<file path="src/rtl/multi_channel_sampler.sv">
// multi_channel_sampler: synchronises NUM_CH comparator pairs and packs strobed samples into per-channel words
module multi_channel_sampler #(
    parameter int NUM_CH      = 5,
    parameter int SYNC_STAGES = 5,
    parameter int PACK        = 4,
    parameter int WCNT_W      = 16
) (
    input  logic                     clk,
    input  logic                     rst_n,
    input  logic                     run,
    input  logic                     smpl_en,
    input  logic [NUM_CH-1:0]        ch_h,
    input  logic [NUM_CH-1:0]        ch_l,
    output logic [NUM_CH-1:0]        ch_h_sync,
    output logic [NUM_CH-1:0]        ch_l_sync,
    output logic [NUM_CH*2*PACK-1:0] smpl_word,
    output logic                     word_vld,
    output logic [WCNT_W-1:0]        word_cnt
);
    localparam int SW = 2 * PACK;
    localparam int CW = PACK > 1 ? $clog2(PACK) : 1;

    typedef enum logic {IDLE, FILL} state_t;

    state_t               state, state_nx;
    logic [NUM_CH-1:0]    h_pipe [SYNC_STAGES];
    logic [NUM_CH-1:0]    l_pipe [SYNC_STAGES];
    logic [SW-1:0]        sh     [NUM_CH];
    logic [SW-1:0]        sh_nx  [NUM_CH];
    logic [NUM_CH*SW-1:0] word_nx;
    logic [CW-1:0]        pcnt;
    logic                 enter, abort, take, done;

    assign ch_h_sync = h_pipe[SYNC_STAGES-1];
    assign ch_l_sync = l_pipe[SYNC_STAGES-1];

    // Free-running synchroniser chains, independent of run and smpl_en
    always_ff @(posedge clk) begin
        if (!rst_n) begin
            for (int s = 0; s < SYNC_STAGES; s++) begin
                h_pipe[s] <= '0;
                l_pipe[s] <= '0;
            end
        end else begin
            h_pipe[0] <= ch_h;
            l_pipe[0] <= ch_l;
            for (int s = 1; s < SYNC_STAGES; s++) begin
                h_pipe[s] <= h_pipe[s-1];
                l_pipe[s] <= l_pipe[s-1];
            end
        end
    end

    // State register
    always_ff @(posedge clk) begin
        state <= !rst_n ? IDLE : state_nx;
    end

    // Next state and capture controls; samples only count while run is still high
    always_comb begin
        state_nx = run ? FILL : IDLE;
        enter    = (state == IDLE) && run;
        abort    = (state == FILL) && !run;
        take     = (state == FILL) && run && smpl_en;
        done     = take && (pcnt == CW'(PACK - 1));
    end

    // Shift each channel left by one {H,L} sample and gather the would-be word
    always_comb begin
        word_nx = '0;
        for (int n = 0; n < NUM_CH; n++) begin
            sh_nx[n]              = SW'({sh[n], ch_h_sync[n], ch_l_sync[n]});
            word_nx[n*SW +: SW]   = sh_nx[n];
        end
    end

    // Pack shift registers and sample counter; entry or abort discards a partial word
    always_ff @(posedge clk) begin
        if (!rst_n || enter || abort) begin
            pcnt <= '0;
            for (int n = 0; n < NUM_CH; n++) sh[n] <= '0;
        end else if (take) begin
            pcnt <= done ? '0 : pcnt + 1'b1;
            for (int n = 0; n < NUM_CH; n++) sh[n] <= sh_nx[n];
        end
    end

    // Word output, valid strobe and saturating word counter
    always_ff @(posedge clk) begin
        if (!rst_n) begin
            smpl_word <= '0;
            word_vld  <= 1'b0;
            word_cnt  <= '0;
        end else begin
            word_vld <= done;
            if (done) smpl_word <= word_nx;
            if (enter) word_cnt <= '0;
            else if (done && word_cnt != '1) word_cnt <= word_cnt + 1'b1;
        end
    end
endmodule

</file>
<file path="config.mk">
export PLATFORM = sky130hd
export DESIGN_NAME = multi_channel_sampler
export DESIGN_NICKNAME = d
export VERILOG_FILES = /design/src/rtl/multi_channel_sampler.sv
export SDC_FILE = /design/constraint.sdc
export NUM_CORES = 1
export LEC_CHECK = 0
export ABC_AREA = 0
export BUFFER_PORTS_ARGS = -buffer_cell sky130_fd_sc_hd__buf_2
export CAP_MARGIN = 20
export CORE_ASPECT_RATIO = 1.5
export CORE_MARGIN = 8
export CORE_UTILIZATION = 50
export DETAILED_ROUTE_END_ITERATION = 10
export PLACE_DENSITY_LB_ADDON = 0.05
export SLEW_MARGIN = 10
export SYNTH_ARGS = -nofsm -noshare
export SYNTH_HDL_FRONTEND = slang
export SYNTH_SLANG_ARGS = --single-unit
</file>
<file path="constraint.sdc">
create_clock -name clk -period 1.7 [get_ports clk]
set_input_delay 0.085 -clock clk [delete_from_list [all_inputs] [get_ports clk]]
set_output_delay 0.085 -clock clk [all_outputs]
set_load 0.02 [all_outputs]
</file>
==> results.toml <==
[status]
status = "finished clean"

[grt]
antenna_found_initial = 0
grt_overflow = 0
grt_max_degree = 51
grt_pass1_vias = 3255
grt_usage_pct = 14.7
grt_pass1_wl_mm = 15.1

[finish]
area_growth_pct = 26.2
layout-drive-gt1-share_pct = 24.8
seqCellArea_sq_mm = 0.00311
layout.nets = 576
multi_input_area_sq_mm = 0.00161
nFillCells = 784
antenna_cells = 0
utilization_pct = 64.1
layout_common_cells = "106 x dfxtp_1, 85 x nand2_1, 81 x and2_1"
final_common_cell = "dfxtp_1"

[sta]
tightest_slew_ps = 459
period_share_pct = 96.0
min_period_ps = 1630
setup_ws_ps = 68.6
skew_ps = 4.34
final.setup.tns_ps = 0
slew_headroom_pct = 69.4
slew_violations = 0
hold_viol = 0
setup_viol_count_final = 0
fmax_mhz = 613
rsz0062_at_grt = "true"

[cts]
cts_tree = "built"
clockRootBuffer = "clkbuf_16"
clk_path_buf_depth = 2
insertion_delay_ps = 400
htree_num_levels = 4
clk_pin_slew_ps = 60
cts_buffers = 17
cts_num_sinks = 140

[worst_setup_path]
crit_path_start = "pcnt[0]$_SDFFE_PP0P_"
end_kind = "flip-flop"
path_max_fanout = 8
path_class = "flip-flop to flip-flop"
ff2ff_path_depth = 5
r2r_end = "word_cnt[10]$_SDFFE_PP0P_"
r2r_slack_ps = 70
arrival_ps = 1970
timing.rr.start = "pcnt[0]$_SDFFE_PP0P_"
cp-start-kind = "flip-flop"
cp.required_ps = 2030

[detailed_routing]
postRouteAntennaNets = 0
drtIter0Drc = 100
post_drt_wl_per_cell_um = 13.5
routed_via_density = 5.04
dr.pass1.iters = 4
vias = 3469
wl_mm = 9.28
drc_errors = 0

[power]
p_per_area_mw_per_mm2 = 1160
power_w = 0.00715
p_leak_nw = 2.56
peakVddDrop_uv = 1130

[logic_synthesis]
synthesis.area_sq_mm = 0.00487
synth_top_area_share_pct = 45.2
ys_ff_latch = 140
synth_area_leaders = "dfxtp_1 45%, edfxtp_1 19%, and2_1 10%"
ys_warn_count = 0
yosysTopAreaCell = "dfxtp_1"
synth_cell_type_count = 33
synthCells = 465
ys_seq_area_share_pct = 63.7
avgSynthCellArea_sq_um = 10.5
syn_nets = 481

[hold_path]
whs_endpoint = "pcnt[1]$_SDFFE_PP0P_"
worst_hold_path_type = "input port to flip-flop"
min_path_cells = 2
worstHoldStart = "rst_n"

[placed_design]
gp_congestion = 0.766
dp_hpwl_mm = 5.99
dpl_worst_slack_ps = -39.1
io_buffers = 80

[die]
rows = 44
ios = 81
die_h_um = 137
die_x_um = 96.6
die_area_sq_mm = 0.0132
start_util_pct = 50.8
core-area_sq_mm = 0.00958

[run]
drv_cap = 0
-- registers in the layout, summed over array words and instances, names as in the netlist --
register and cells:
smpl_word 40, sh 30, h_pipe 25, l_pipe 25, word_cnt 16, pcnt 2, state 1, word_vld 1
-- critical path, stage by stage, from the launching register on --
cell	delay (ps)
dfxtp_2	340
ha_2	170
and4_4	290
nand2_4	100
or4_1	520
a21oi_1	140
-- kinds of logic after synthesis --
kind of cell,share of synthesized area (%)
AOI/OAI and AO/OA,8.92
muxes,0.411
and+or+nand+nor,22.6
DFF,63.7
adders and majority gates,0.514
buffers and inverters,3.80
-- power breakdown --
part           total, W  switching [W]  internal, W
clock           0.00352        0.00136      0.00216
sequential      0.00349      0.0000223      0.00347
combinational  0.000149      0.0000846    0.0000646
-- area by class of cell --
| cell class | count | area share, % |
|---|---|---|
| clock buffer | 18 | 6.99 |
| clock inverter | 14 | 2.36 |
| inverter | 5 | 0.306 |
| multi-input combinational | 287 | 26.3 |
| sequential | 140 | 50.6 |
| tap | 115 | 2.34 |
| timing repair buffer | 109 | 11.1 |
-- how the worst max path moves through the flow --
stage	to	slack, ps	depth (start not counted)
floorplan	word_cnt[6]$_SDFFE_PP0P_	2	5
global placement	word_cnt[6]$_SDFFE_PP0P_	50	5
detailed placement	word_cnt[10]$_SDFFE_PP0P_	-40	5
CTS	word_cnt[10]$_SDFFE_PP0P_	20	5
global route	word_cnt[7]$_SDFFE_PP0P_	-10	5
finish	word_cnt[10]$_SDFFE_PP0P_	70	5
-- per-layer routing --
metal	wire, um	up-vias	share of wire (%)	global-route usage, %
met5	0	-	0	0
met4	123	0	1.3	6.85
met1	3860	1632	42	16.0
li1	-	1757	-	-
met2	4750	71	51	25.2
met3	545	9	5.9	4.28
-- metrics by stage --
step,hold WS [ps],instance area (sq um),std cells
after floorplan,212,4870,465
after global placement,290,5410,643
after detailed placement,293,5410,643
after CTS,44.9,6090,686
after global routing,54.9,6140,688
final,44.9,6140,688
-- synth_stat cells, drive strengths merged --
cell / n
o31ai: 7
edfxtp: 30
o41ai: 2
o211ai: 1
a21oi: 52
nor4: 1
and4: 4
and3: 1
ha: 2
dfxtp: 110
o21a: 1
nand2: 87
or3: 4
nor2: 6
and2: 81
clkinv: 1
nand4: 8
buf: 12
o21bai: 1
mux2i: 2
nand3: 6
clkbuf: 21
o21ai: 7
o311a: 1
a311oi: 1
nor3: 2
inv: 4
or4: 6
o311ai: 2
nand3b: 1
a32o: 1
-- repair_timing --
item | 4_1_cts | 5_1_grt
buffers inserted | 0 | 2
pin swaps | 0 | 3
endpoints found under the setup margin | 6 | 7
hold endpoints to repair | 11 | 0
resized for setup | 1 | 11
hold buffers | 11 | 0
No activity file was read; power rests on OpenSTA's default activity.
